--- src/rtl/pocket_pkg.sv ---
// Shared definitions for the pocket tracker and the game controller.
//   NUM_BALLS / NUM_HOLES : default table population (object balls, pockets)
//   state_e               : report FSM states
//   hole_id_t             : 3-bit hole index / reported hole id
//   lowest_hole()         : index of the lowest set bit of a hole vector
package pocket_pkg;

  localparam int NUM_BALLS = 6;
  localparam int NUM_HOLES = 6;
  localparam int CNT_W     = 8;

  typedef logic [2:0] hole_id_t;

  typedef enum logic [1:0] {
    S_COLLECT = 2'd0,
    S_REPORT  = 2'd1,
    S_GAP     = 2'd2
  } state_e;

  // Lowest set index wins when a pixel touches several pockets at once.
  function automatic hole_id_t lowest_hole(input logic [7:0] v);
    hole_id_t r;
    r = '0;
    for (int i = 7; i >= 0; i--) begin
      if (v[i]) r = 3'(i);
    end
    return r;
  endfunction

endpackage

--- src/rtl/ball_overlap_counter.sv ---
// Per-ball overlap bookkeeping for one frame.
//   clk, resetN     : clock, synchronous active-high reset
//   clear           : rerack, wipes the frame state
//   sof             : frame boundary; restarts the count with this pixel
//   ovl_en          : ball pixel is drawn and the ball is still on the table
//   hole_dr         : per-hole drawing requests
//   cnt             : saturating overlap pixel count for the current frame
//   first_hole      : hole index of the first overlapping pixel this frame
module ball_overlap_counter #(
  parameter int NUM_HOLES = pocket_pkg::NUM_HOLES
) (
  input  logic                 clk,
  input  logic                 resetN,
  input  logic                 clear,
  input  logic                 sof,
  input  logic                 ovl_en,
  input  logic [NUM_HOLES-1:0] hole_dr,
  output logic [7:0]           cnt,
  output pocket_pkg::hole_id_t first_hole
);
  import pocket_pkg::*;

  logic [7:0] cnt_q, cnt_d;
  logic       vld_q, vld_d;
  hole_id_t   fh_q, fh_d;
  logic [7:0] hv;
  logic       hit;

  always_comb begin
    hv = '0;
    hv[NUM_HOLES-1:0] = hole_dr;
    hit   = ovl_en & (|hole_dr);
    cnt_d = cnt_q;
    vld_d = vld_q;
    fh_d  = fh_q;
    if (sof) begin
      // The boundary pixel already belongs to the new frame.
      cnt_d = hit ? 8'd1 : 8'd0;
      vld_d = hit;
      fh_d  = hit ? lowest_hole(hv) : '0;
    end else if (hit) begin
      if (cnt_q != 8'hFF) cnt_d = cnt_q + 8'd1;
      if (!vld_q) begin
        vld_d = 1'b1;
        fh_d  = lowest_hole(hv);
      end
    end
    if (clear) begin
      cnt_d = '0;
      vld_d = 1'b0;
      fh_d  = '0;
    end
  end

  always_ff @(posedge clk) begin
    if (resetN) begin
      cnt_q <= '0;
      vld_q <= 1'b0;
      fh_q  <= '0;
    end else begin
      cnt_q <= cnt_d;
      vld_q <= vld_d;
      fh_q  <= fh_d;
    end
  end

  assign cnt        = cnt_q;
  assign first_hole = fh_q;

endmodule

--- src/rtl/ball_pocket_tracker.sv ---
// Detects balls dropping into pockets from per-pixel drawing requests and
// reports them one at a time.
//   clk, resetN      : clock, synchronous active-high reset
//   startOfFrame     : one-cycle frame boundary pulse
//   ball_dr          : per-ball drawing request, bit 0 = white ball
//   hole_dr          : per-hole drawing request
//   rerack           : restore all balls for a new stage
//   ballhole_collide : one-hot, one-cycle pocket report
//   curr_Hole_id     : id (index+1) of the latest reported pocket, 0 = none
//   balls_in_game    : balls still on the table
module ball_pocket_tracker #(
  parameter int NUM_BALLS     = pocket_pkg::NUM_BALLS,
  parameter int NUM_HOLES     = pocket_pkg::NUM_HOLES,
  parameter int POCKET_PIXELS = 8,
  parameter int REPORT_GAP    = 4
) (
  input  logic                 clk,
  input  logic                 resetN,
  input  logic                 startOfFrame,
  input  logic [NUM_BALLS:0]   ball_dr,
  input  logic [NUM_HOLES-1:0] hole_dr,
  input  logic                 rerack,
  output logic [NUM_BALLS:0]   ballhole_collide,
  output pocket_pkg::hole_id_t curr_Hole_id,
  output logic [NUM_BALLS:0]   balls_in_game
);
  import pocket_pkg::*;

  localparam int         NB1        = NUM_BALLS + 1;
  localparam logic [7:0] POCKET_THR = 8'(POCKET_PIXELS);
  localparam logic [7:0] GAP_LAST   = 8'((REPORT_GAP > 0) ? REPORT_GAP - 1 : 0);

  state_e                  state_q, state_d;
  logic [7:0]              gap_q, gap_d;
  logic [NUM_BALLS:0]      pending_q, pending_d;
  logic [NUM_BALLS:0]      big_q, big_d;
  hole_id_t [NUM_BALLS:0]  rep_hole_q, rep_hole_d;
  hole_id_t                curr_q, curr_d;

  logic [NUM_BALLS:0][7:0] cnt;
  hole_id_t [NUM_BALLS:0]  first_hole;
  logic [NUM_BALLS:0]      hit, new_hit, sel_oh;
  hole_id_t                sel_hole, report_id;

  for (genvar b = 0; b < NB1; b++) begin : g_ball
    ball_overlap_counter #(.NUM_HOLES(NUM_HOLES)) u_cnt (
      .clk        (clk),
      .resetN     (resetN),
      .clear      (rerack),
      .sof        (startOfFrame),
      .ovl_en     (ball_dr[b] & big_q[b]),
      .hole_dr    (hole_dr),
      .cnt        (cnt[b]),
      .first_hole (first_hole[b])
    );
  end

  always_comb begin
    state_d          = state_q;
    gap_d            = gap_q;
    pending_d        = pending_q;
    big_d            = big_q;
    rep_hole_d       = rep_hole_q;
    curr_d           = curr_q;
    ballhole_collide = '0;
    curr_Hole_id     = curr_q;

    // Lowest pending ball goes first, so the white ball has priority.
    sel_oh   = pending_q & (~pending_q + {{NUM_BALLS{1'b0}}, 1'b1});
    sel_hole = '0;
    for (int b = 0; b < NB1; b++) begin
      if (sel_oh[b]) sel_hole = rep_hole_q[b];
    end
    report_id = sel_hole + 3'd1;

    // Frame snapshot, taken regardless of FSM state.
    hit = '0;
    for (int b = 0; b < NB1; b++) begin
      if (startOfFrame && big_q[b] && (cnt[b] >= POCKET_THR)) hit[b] = 1'b1;
    end
    new_hit   = hit & ~pending_q;
    pending_d = pending_q | new_hit;
    for (int b = 0; b < NB1; b++) begin
      if (new_hit[b]) rep_hole_d[b] = first_hole[b];
    end

    unique case (state_q)
      S_COLLECT: begin
        if (pending_q != '0) state_d = S_REPORT;
      end
      S_REPORT: begin
        ballhole_collide = sel_oh;
        curr_Hole_id     = report_id;
        curr_d           = report_id;
        // Clearing after the snapshot OR keeps a ball that is still
        // overlapping at a coinciding frame edge from being re-queued.
        pending_d        = pending_d & ~sel_oh;
        big_d            = big_q & ~sel_oh;
        gap_d            = '0;
        state_d          = S_GAP;
      end
      S_GAP: begin
        if (gap_q == GAP_LAST) begin
          state_d = (pending_q != '0) ? S_REPORT : S_COLLECT;
        end else begin
          gap_d = gap_q + 8'd1;
        end
      end
      default: state_d = S_COLLECT;
    endcase

    if (rerack) begin
      state_d          = S_COLLECT;
      gap_d            = '0;
      pending_d        = '0;
      big_d            = '1;
      rep_hole_d       = '0;
      curr_d           = curr_q;
      ballhole_collide = '0;
      curr_Hole_id     = curr_q;
    end

    if (resetN) begin
      ballhole_collide = '0;
      curr_Hole_id     = curr_q;
    end
  end

  always_ff @(posedge clk) begin
    if (resetN) begin
      state_q    <= S_COLLECT;
      gap_q      <= '0;
      pending_q  <= '0;
      big_q      <= '1;
      rep_hole_q <= '0;
      curr_q     <= '0;
    end else begin
      state_q    <= state_d;
      gap_q      <= gap_d;
      pending_q  <= pending_d;
      big_q      <= big_d;
      rep_hole_q <= rep_hole_d;
      curr_q     <= curr_d;
    end
  end

  assign balls_in_game = big_q;

endmodule

--- config.mk ---
export PLATFORM = sky130hd
export DESIGN_NAME = ball_pocket_tracker
export DESIGN_NICKNAME = d
export VERILOG_FILES = /design/src/rtl/pocket_pkg.sv /design/src/rtl/ball_overlap_counter.sv /design/src/rtl/ball_pocket_tracker.sv
export SDC_FILE = /design/constraint.sdc
export NUM_CORES = 1
export LEC_CHECK = 0
export ABC_AREA = 1
export BUFFER_PORTS_ARGS = -buffer_cell sky130_fd_sc_hd__clkbuf_2
export CAP_MARGIN = 20
export CORE_ASPECT_RATIO = 1.4
export CORE_MARGIN = 5
export CORE_UTILIZATION = 55
export DETAILED_ROUTE_END_ITERATION = 8
export PLACE_DENSITY_LB_ADDON = 0.05
export SLEW_MARGIN = 20
export SYNTH_ARGS = -nofsm -noshare
export SYNTH_HDL_FRONTEND = slang
export SYNTH_SLANG_ARGS = --single-unit
--- constraint.sdc ---
create_clock -name clk -period 2.6 [get_ports clk]
set_input_delay 0.52 -clock clk [delete_from_list [all_inputs] [get_ports clk]]
set_output_delay 0.52 -clock clk [all_outputs]
set_load 0.1 [all_outputs]
Word-level counts from Yosys, hierarchy flattened
Cells that the tools add are included.
- muxes and demuxes: 103
- add/subtract/negate cells: 10
- equal/unequal tests: 20
- magnitude comparators: 7
- bitwise logic cells: 21
- reduce and logical (&&, ||, !) cells: 49
- operators by type and width (kind ; count):
    $mux W8 ; 22
    $mux W3 ; 44
    $add A8 B1 Y8 const B ; 8
    $ge A8 B4 Y1 const B ; 7
    $ne A8 B8 Y1 const B ; 7
    $reduce_and A2 Y1 ; 16
    $reduce_bool A2 Y1 ; 15
    $mux W1 ; 29
    $and A7 B7 Y7 ; 4
    $mux W7 ; 4
    $ne A2 B2 Y1 const B ; 10
    $pmux W8 S2 ; 1
    $and A1 B1 Y1 ; 14
    $logic_and A1 B1 Y1 ; 14
    $not A7 Y7 ; 2
    $eq A8 B2 Y1 const B ; 1
    $add A7 B1 Y7 const B ; 1
    $or A7 B7 Y7 ; 1
    $reduce_bool A7 Y1 ; 1
    $pmux W2 S3 ; 1
    $reduce_or A6 Y1 ; 1
    $mux W2 ; 2
    $add A3 B1 Y3 const B ; 1
    $eq A2 B1 Y1 const B ; 1
    3 further kinds ; 3
- input port bits: 17
- logic and storage cells: 243
- register bits after elaboration: 132

Depth between registers and ports, before layout
Gate-level depths: netlist of run 1.
- word-level depth: 14
- depth in mapped cells: 15
- mapped depth without buffers: 15

By module
Synthesis of run 1 repeated with hierarchy kept, for this count alone.
- cell total of the unflattened synthesis: 1104
- area total of the unflattened synthesis: 7373.3 µm²
- by module, submodules not included (module ; sequential area each (µm²) ; cells each ; times used ; area an instance (µm²)):
    ball_overlap_counter ; 240.2 ; 107 ; 7 ; 709.4
    ball_pocket_tracker ; 960.9 ; 355 ; 1 ; 2407.3

Least setup slack after synthesis of run 1
No wires, ideal clock.
- path kind: flip-flop to output port
- start point: register pending_q[0]
- end point: output curr_Hole_id[1]
- arrival time: 3.475 ns
- cell stages (with the launch flop): 11
- setup slack: -1.395 ns
- cells stage by stage: dfxtp_1 nor2_4 inv_2 nor2_1 a21oi_1 o21ai_0 a21oi_1 o211ai_1 ha_1 nor2_1 o21ai_0
- word-level cells in the longest chain between the ends: 14
- RTL lines (item ; line ; text):
    from (decl) ; ball_pocket_tracker.sv:35 ; logic [NUM_BALLS:0] pending_q, pending_d;
    from (signal assigned) ; ball_pocket_tracker.sv:140 ; pending_q <= pending_d;
    $not A7 Y7 ; ball_pocket_tracker.sv:69 ; sel_oh = pending_q & (~pending_q + {{NUM_BALLS{1'b0}}, 1'b1});
    $add A7 B1 Y7 ; ball_pocket_tracker.sv:69 ;
    $and A7 B7 Y7 * ; ball_pocket_tracker.sv:69 ;
    $mux W3 (6 in a row) ; ball_pocket_tracker.sv:72 ; if (sel_oh[b]) sel_hole = rep_hole_q[b];
    $mux W3 * ; ball_pocket_tracker.sv:72 ;
    $add A3 B1 Y3 * ; ball_pocket_tracker.sv:74 ; report_id = sel_hole + 3'd1;
    $mux W3 * ; ball_pocket_tracker.sv:87 ; unique case (state_q)
    $mux W3 * ; ball_pocket_tracker.sv:112 ; if (rerack) begin
    $mux W3 * ; ball_pocket_tracker.sv:123 ; if (resetN) begin
    to (decl) ; ball_pocket_tracker.sv:24 ; output pocket_pkg::hole_id_t curr_Hole_id,
Mark *: on every way between the ends. The rest lies on a longest branch, timed or not.

Worst setup path after layout of run 1
- start point: register pending_q[1]
- end point: output curr_Hole_id[2]
- word-level cells in the longest chain between the ends: 13
- RTL lines (item ; line):
    $not A7 Y7 ; ball_pocket_tracker.sv:69
    $add A7 B1 Y7 ; ball_pocket_tracker.sv:69
    $and A7 B7 Y7 * ; ball_pocket_tracker.sv:69
    $mux W3 (5 in a row) ; ball_pocket_tracker.sv:72
    $mux W3 * ; ball_pocket_tracker.sv:72
    $add A3 B1 Y3 * ; ball_pocket_tracker.sv:74
    $mux W3 * ; ball_pocket_tracker.sv:87
    $mux W3 * ; ball_pocket_tracker.sv:112
    $mux W3 * ; ball_pocket_tracker.sv:123
Marks and branches as above.

==> flow_metrics.env, run 1 <==
export IMPL_fin_cells=1146
export IMPL_dieWidth_um=103
export IMPL_outcome="finished, violations left"
export IMPL_syn_area_mm2=0.00667
export IMPL_syn_inst=933
export IMPL_critical_path_max_fanout=6
export IMPL_h_tree_depth=4
export IMPL_antenna_found_initial=0
export IMPL_finalCriticalPeriod_ps=2830
export IMPL_tritoncts="built"
export IMPL_viasPerCell=5.44
export IMPL_fin_ws_ps=-232
export IMPL_root_buffer="clkbuf_16"
export IMPL_drt_pass1_iter_count=5
export IMPL_syn_avg_cell_area_um2=7.15
export IMPL_ys_types=45
export IMPL_endpoint_kind="output port"
export IMPL_dieArea_mm2=0.0145
export IMPL_path_class="reg -> out"
export IMPL_grt_pass1_vias=5906
export IMPL_grt_util_all_layers_pct=23.3
export IMPL_arrival_ps=2310
export IMPL_core_mm2=0.0119
export IMPL_diodes=0
export IMPL_r2r_start="pending_q[1]$_SDFF_PP0_"
export IMPL_grt_pass1_wl_um=27100
export IMPL_fp_dieH_um=140
export IMPL_wire_per_inst_um=14.1
export IMPL_cts_buffers=17
export IMPL_layout_drive_gt1_share_pct=18.9
export IMPL_start_util_pct=56.1
export IMPL_cellLeakagePower_nw=3.13
export IMPL_port_buffer_count=33
export IMPL_clk_insertion_delay_late_ps=410
export IMPL_clkSlewWorstSetupHoldPaths_ps=60
export IMPL_required_ps=2080
export IMPL_ir_drop_mv=0.392
export IMPL_powerDensity_mw_per_mm2=623
export IMPL_finalClockSkew_ps=11.1
export IMPL_place_inst=1102
export IMPL_cap_violations=0
export IMPL_startpoint="pending_q[1]$_SDFF_PP0_"
export IMPL_drtAntennaViolNets=0
export IMPL_ys_seq_area_share_pct=39.6
export IMPL_drt_iter0_drc=243
export IMPL_overflow=0
export IMPL_hp_class="in -> reg"
export IMPL_gp_congestion=0.922
export IMPL_startpoint_type="flip-flop"
export IMPL_synth_warnings=0
export IMPL_hold_violations=0
export IMPL_whs_ps=415
export IMPL_ys_ff_latch=132
export IMPL_cts_max_path_buffers=2
export IMPL_totalWireLength_um=16200
export IMPL_max_freq_ghz=0.353
export IMPL_clock_sinks=132
export IMPL_syn_nets=966
export IMPL_final_max_slew_viol_count=0
export IMPL_slew_headroom_pct=49.8
export IMPL_rsz0062_at_grt="yes"
export IMPL_drc_errors=0
export IMPL_fin_crit_sh_pct=109
export IMPL_num_io_pins=34
export IMPL_row_count=47
export IMPL_nNetsFinal=1019
export IMPL_hpwl_um=11800
export IMPL_tightest_slew_ps=750
export IMPL_hp_start="ball_dr[5]"
export IMPL_vias=6231
export IMPL_grt_max_degree=37
export IMPL_violations="setup timing"
export IMPL_finalSetupViolations=3
export IMPL_power_mw=5.00
export IMPL_area_growth_pct=20.2
## cells in the final DEF (no fill, tap or decap), types with 14 or more instances in the layout
cell type,count
buf_4,20
o21ai_0,41
nand3_1,49
ha_1,15
nand2_2,14
nor2_2,14
nand4_1,19
dfxtp_1,128
inv_1,94
nor2_1,87
a21oi_1,102
nor3_1,25
clkbuf_2,23
clkbuf_16,17
nand2_1,215
## worst paths after layout
kind              depth (start not counted)                                          to  slack [ps]
setup / recovery                         13                             curr_Hole_id[2]        -230
hold / removal                            3          g_ball[5].u_cnt.vld_q$_SDFFE_PP0P_         410
setup reg to reg                         12                        curr_q[2]$_SDFF_PP0_         790
hold reg to reg                           2  g_ball[6].u_cnt.first_hole[1]$_SDFFE_PP0P_         460
## report_power, final
| group | switching (mW) | internal, mW |
|---|---|---|
| logic | 0.171 | 0.0690 |
| clock network | 0.879 | 1.82 |
| registers | 0.0149 | 2.04 |
| total | 1.06 | 3.93 |
## logic make-up after synthesis
kind of cell	synth area share [%]
AO/OA/AOI/OAI	14.1
XOR/XNOR	1.71
adder cells (fa/ha/maj)	3.00
buffers and inverters	7.86
flip-flops	39.6
AND/OR/NAND/NOR	33.7
## Yosys cell counts
master,count,area [um^2]
a211oi_1,1,7.51
a21oi_1,102,510
a21oi_2,7,61.3
a221oi_1,2,17.5
a31o_2,5,43.8
and3_1,1,6.26
buf_1,6,22.5
buf_2,6,30.0
buf_4,2,15.0
clkbuf_1,7,26.3
clkbuf_8,1,13.8
clkinv_2,2,10.0
clkinv_4,1,8.76
dfxtp_1,132,2640
ha_1,16,200
inv_1,99,372
inv_2,7,26.3
nand2_1,221,830
nand2_2,9,56.3
nand2_4,10,113
nand3_1,50,250
nand3_2,2,20.0
nand3_4,5,87.6
nand3b_1,2,15.0
nand4_1,19,119
nand4_4,1,21.3
nor2_1,94,353
nor2_2,11,68.8
nor2_4,6,67.6
nor3_1,26,130
nor3_2,1,10.0
nor3_4,1,16.3
nor3b_2,2,25.0
nor4_1,3,18.8
nor4_2,1,12.5
o211ai_1,1,7.51
o21ai_0,42,210
o21ai_1,5,25.0
o21ai_4,1,16.3
o21bai_1,3,22.5
o22ai_1,1,6.26
o31ai_1,2,15.0
or2_2,4,25.0
xnor2_1,2,17.5
xor2_1,11,96.3
## metrics by stage
stage                     TNS, ps  util, %  area, um^2  worst slack [ps]
after floorplan              -730        -        6700              -306
after global placement          0     60.2        7150               170
after detailed placement        0     60.2        7150               120
after CTS                    -477     66.8        7930              -195
after global routing        -1050     67.5        8020              -361
final                        -559     67.5        8020              -232
## sequential cells by signal (all words and copies together), names as in the netlist
name	cells
g_ball.u_cnt.cnt	56
g_ball.u_cnt.first_hole	21
rep_hole_q	21
gap_q	8
balls_in_game	7
g_ball.u_cnt.vld_q	7
pending_q	7
curr_q	3
state_q	2
## per-layer routing
metal  track usage [%]  wire, um  vias to the layer above
met5                 0         0                        -
met4              10.4       499                        0
met3              4.18       633                       37
met2              40.4      8340                      121
met1              27.4      6730                     2933
li1                  -         -                     3140
## layout make-up
| class | count | area [um^2] |
|---|---|---|
| clock buffers | 19 | 443 |
| well taps | 147 | 184 |
| repair buffers | 56 | 482 |
| fillers | 1015 | 3860 |
| inverters | 109 | 422 |
| flip-flops and latches | 132 | 2650 |
| clock inverters | 13 | 229 |
| multi-input cells | 670 | 3610 |
## critical path, cell delays in order, from the launching register on
cell and delay [ps]:
dfxtp_4 360, nor2_4 200, buf_6 130, nand2_4 60, nor3_4 230, nand2_1 90, o211ai_1 170, ha_4 180
inv_1 40, nand2_2 60, nand3_2 70, nand2_2 70, nand2_2 60, buf_12 160
## what timing repair did
item / CTS / global route
buffers inserted: 8 / 4
gates cloned: 0 / 0
hold buffers: 0 / 0
gates resized for setup: 17 / 17
setup endpoints to repair: 3 / 8
pin swaps: 11 / 15
(Power assumes the default switching activity.)
==> run 2, diff against run 1 <==
CELL_PAD_IN_SITES_DETAIL_PLACEMENT = 0   (was default)
CELL_PAD_IN_SITES_GLOBAL_PLACEMENT = 2   (was default)
CORE_UTILIZATION = 35   (was 55)
==> flow_metrics.env, run 2 (synthesis gave the netlist of run 1 again) <==
export IMPL_outcome="finished, violations left"
export IMPL_violations="setup timing"
export IMPL_vias=6132
export IMPL_dieWidth_um=127
export IMPL_powerDensity_mw_per_mm2=612
export IMPL_arrival_ps=2240
export IMPL_fin_ws_ps=-158
export IMPL_ir_drop_mv=0.400
export IMPL_hpwl_um=13300
export IMPL_drt_pass1_iter_count=4
export IMPL_start_util_pct=35.7
export IMPL_diodes=0
export IMPL_finalCriticalPeriod_ps=2760
export IMPL_clock_sinks=132
export IMPL_cap_violations=0
export IMPL_row_count=59
export IMPL_drt_iter0_drc=316
export IMPL_startpoint_type="flip-flop"
export IMPL_p_int_mw=3.85
export IMPL_grt_pass1_vias=5991
export IMPL_finalClockSkew_ps=9.78
export IMPL_grt_util_all_layers_pct=17.0
export IMPL_layout_drive_gt1_share_pct=19.4
export IMPL_drtAntennaViolNets=0
export IMPL_clkSlewWorstSetupHoldPaths_ps=60
export IMPL_required_ps=2080
export IMPL_cellLeakagePower_nw=3.15
export IMPL_hold_violations=0
export IMPL_wire_per_inst_um=14.5
export IMPL_cts_max_path_buffers=2
export IMPL_fin_crit_sh_pct=106
export IMPL_max_freq_ghz=0.363
export IMPL_slew_headroom_pct=63.7
export IMPL_largest_register_ffs=56
export IMPL_tritoncts="built"
export IMPL_p_switching_mw=1.15
export IMPL_fp_dieH_um=173
export IMPL_clk_insertion_delay_late_ps=410
export IMPL_swShare_pct=22.9
export IMPL_area_growth_pct=22.4
export IMPL_hp_class="in -> reg"
export IMPL_num_io_pins=34
export IMPL_port_buffer_count=33
export IMPL_gp_congestion=0.850
export IMPL_final_util_pct=43.7
export IMPL_final_max_slew_viol_count=0
export IMPL_critical_path_max_fanout=3
export IMPL_cts_buffers=17
export IMPL_pwr_share_clk_pct=54.0
export IMPL_final_common_cell="nand2_1"
export IMPL_place_inst=1205
export IMPL_overflow=0
export IMPL_grt_pass1_wl_um=30400
export IMPL_final_cell_mix="219 x nand2_1, 128 x dfxtp_1, 102 x a21oi_1"
export IMPL_antenna_found_initial=0
export IMPL_nNetsFinal=1027
export IMPL_finalSetupViolations=2
export IMPL_pwr_share_comb_pct=4.8
export IMPL_endpoint_kind="output port"
export IMPL_tightest_slew_ps=547
export IMPL_grt_max_degree=32
export IMPL_drc_errors=0
export IMPL_rsz0062_at_grt="yes"
export IMPL_path_class="reg -> out"
export IMPL_root_buffer="clkbuf_16"
export IMPL_core_mm2=0.0187
export IMPL_viasPerCell=4.90
export IMPL_h_tree_depth=4
export IMPL_dieArea_mm2=0.0220
export IMPL_seqPwrFrac_pct=41.1
export IMPL_fin_cells=1251
export IMPL_totalWireLength_um=18200
-- run 2: cell count changes in the layout (fill, tap and decap cells not counted), moves of 2 or more --
cell and change:
buf_4 +11, buf_6 -3, clkinv_2 -3, clkinv_4 +4, nand2_1 +4, nand2_2 -3
nor2_2 +2, o21ai_0 -2, o21ai_1 +2
-- run 2: worst paths after layout --
kind / from / end / slack (ps) / cells past startpoint
max: pending_q[1]$_SDFF_PP0_ / curr_Hole_id[1] / -160 / 12
min: ball_dr[0] / g_ball[0].u_cnt.vld_q$_SDFFE_PP0P_ / 400 / 3
max reg2reg: g_ball[0].u_cnt.cnt[0]$_SDFFE_PP0P_ / g_ball[0].u_cnt.cnt[7]$_SDFFE_PP0P_ / 810 / 8
min reg2reg: g_ball[3].u_cnt.first_hole[0]$_SDFFE_PP0P_ / g_ball[3].u_cnt.first_hole[0]$_SDFFE_PP0P_ / 460 / 2
-- run 2: power by group through the flow --
stage / clock network [mW] / registers (mW) / logic, mW
after global routing: 2.86 / 2.05 / 0.270
final: 2.70 / 2.05 / 0.241
after floorplan: 0 / 2.10 / 0.163
after global placement: 0 / 2.10 / 0.242
after detailed placement: 0 / 2.10 / 0.245
after CTS: 2.77 / 2.05 / 0.245
-- run 2: worst max-delay path, stage by stage (launching register included) --
cell      delay [ps]
dfxtp_2          340
inv_1            100
nor2_2            50
inv_1             60
o21ai_1           50
a21oi_1          120
o21ai_1           90
a21oi_1          150
o211ai_1         120
ha_2             340
nor2_2            40
o21ai_2          160
buf_12           200
-- run 2: stage by stage --
step / hold slack, ps / setup TNS, ps / total power, mW / worst slack [ps] / area, um^2
after detailed placement: 456 / 0 / 2.34 / 101 / 7320
after global routing: 405 / -696 / 5.18 / -347 / 8160
after global placement: 446 / 0 / 2.34 / 110 / 7320
final: 405 / -313 / 4.99 / -158 / 8160
after floorplan: 424 / -730 / 2.26 / -306 / 6700
after CTS: 384 / -360 / 5.07 / -182 / 8090
-- run 2: per-layer routing --
metal	part of all wire, %	global-route usage [%]	routed length, um	vias to the layer above
met5	0	0	0	-
met4	1.8	5.99	318	0
met3	2.6	3.36	471	23
met2	52	30.3	9420	77
met1	44	20.2	7950	2863
li1	-	-	-	3169
-- run 2: timing repair --
action,CTS,global route
gates resized for setup,19,8
pin swaps,10,12
endpoints found under the setup margin,3,8
gates cloned,0,0
hold buffers,0,0
buffers inserted,7,7
-- run 2: layout make-up --
type / count / area, um^2
timing repair buffer: 64 / 531
inverter: 109 / 422
fill: 1951 / 10500
clock buffer: 18 / 439
sequential: 132 / 2650
clock inverter: 14 / 226
tap: 244 / 305
multi-input combinational: 670 / 3580
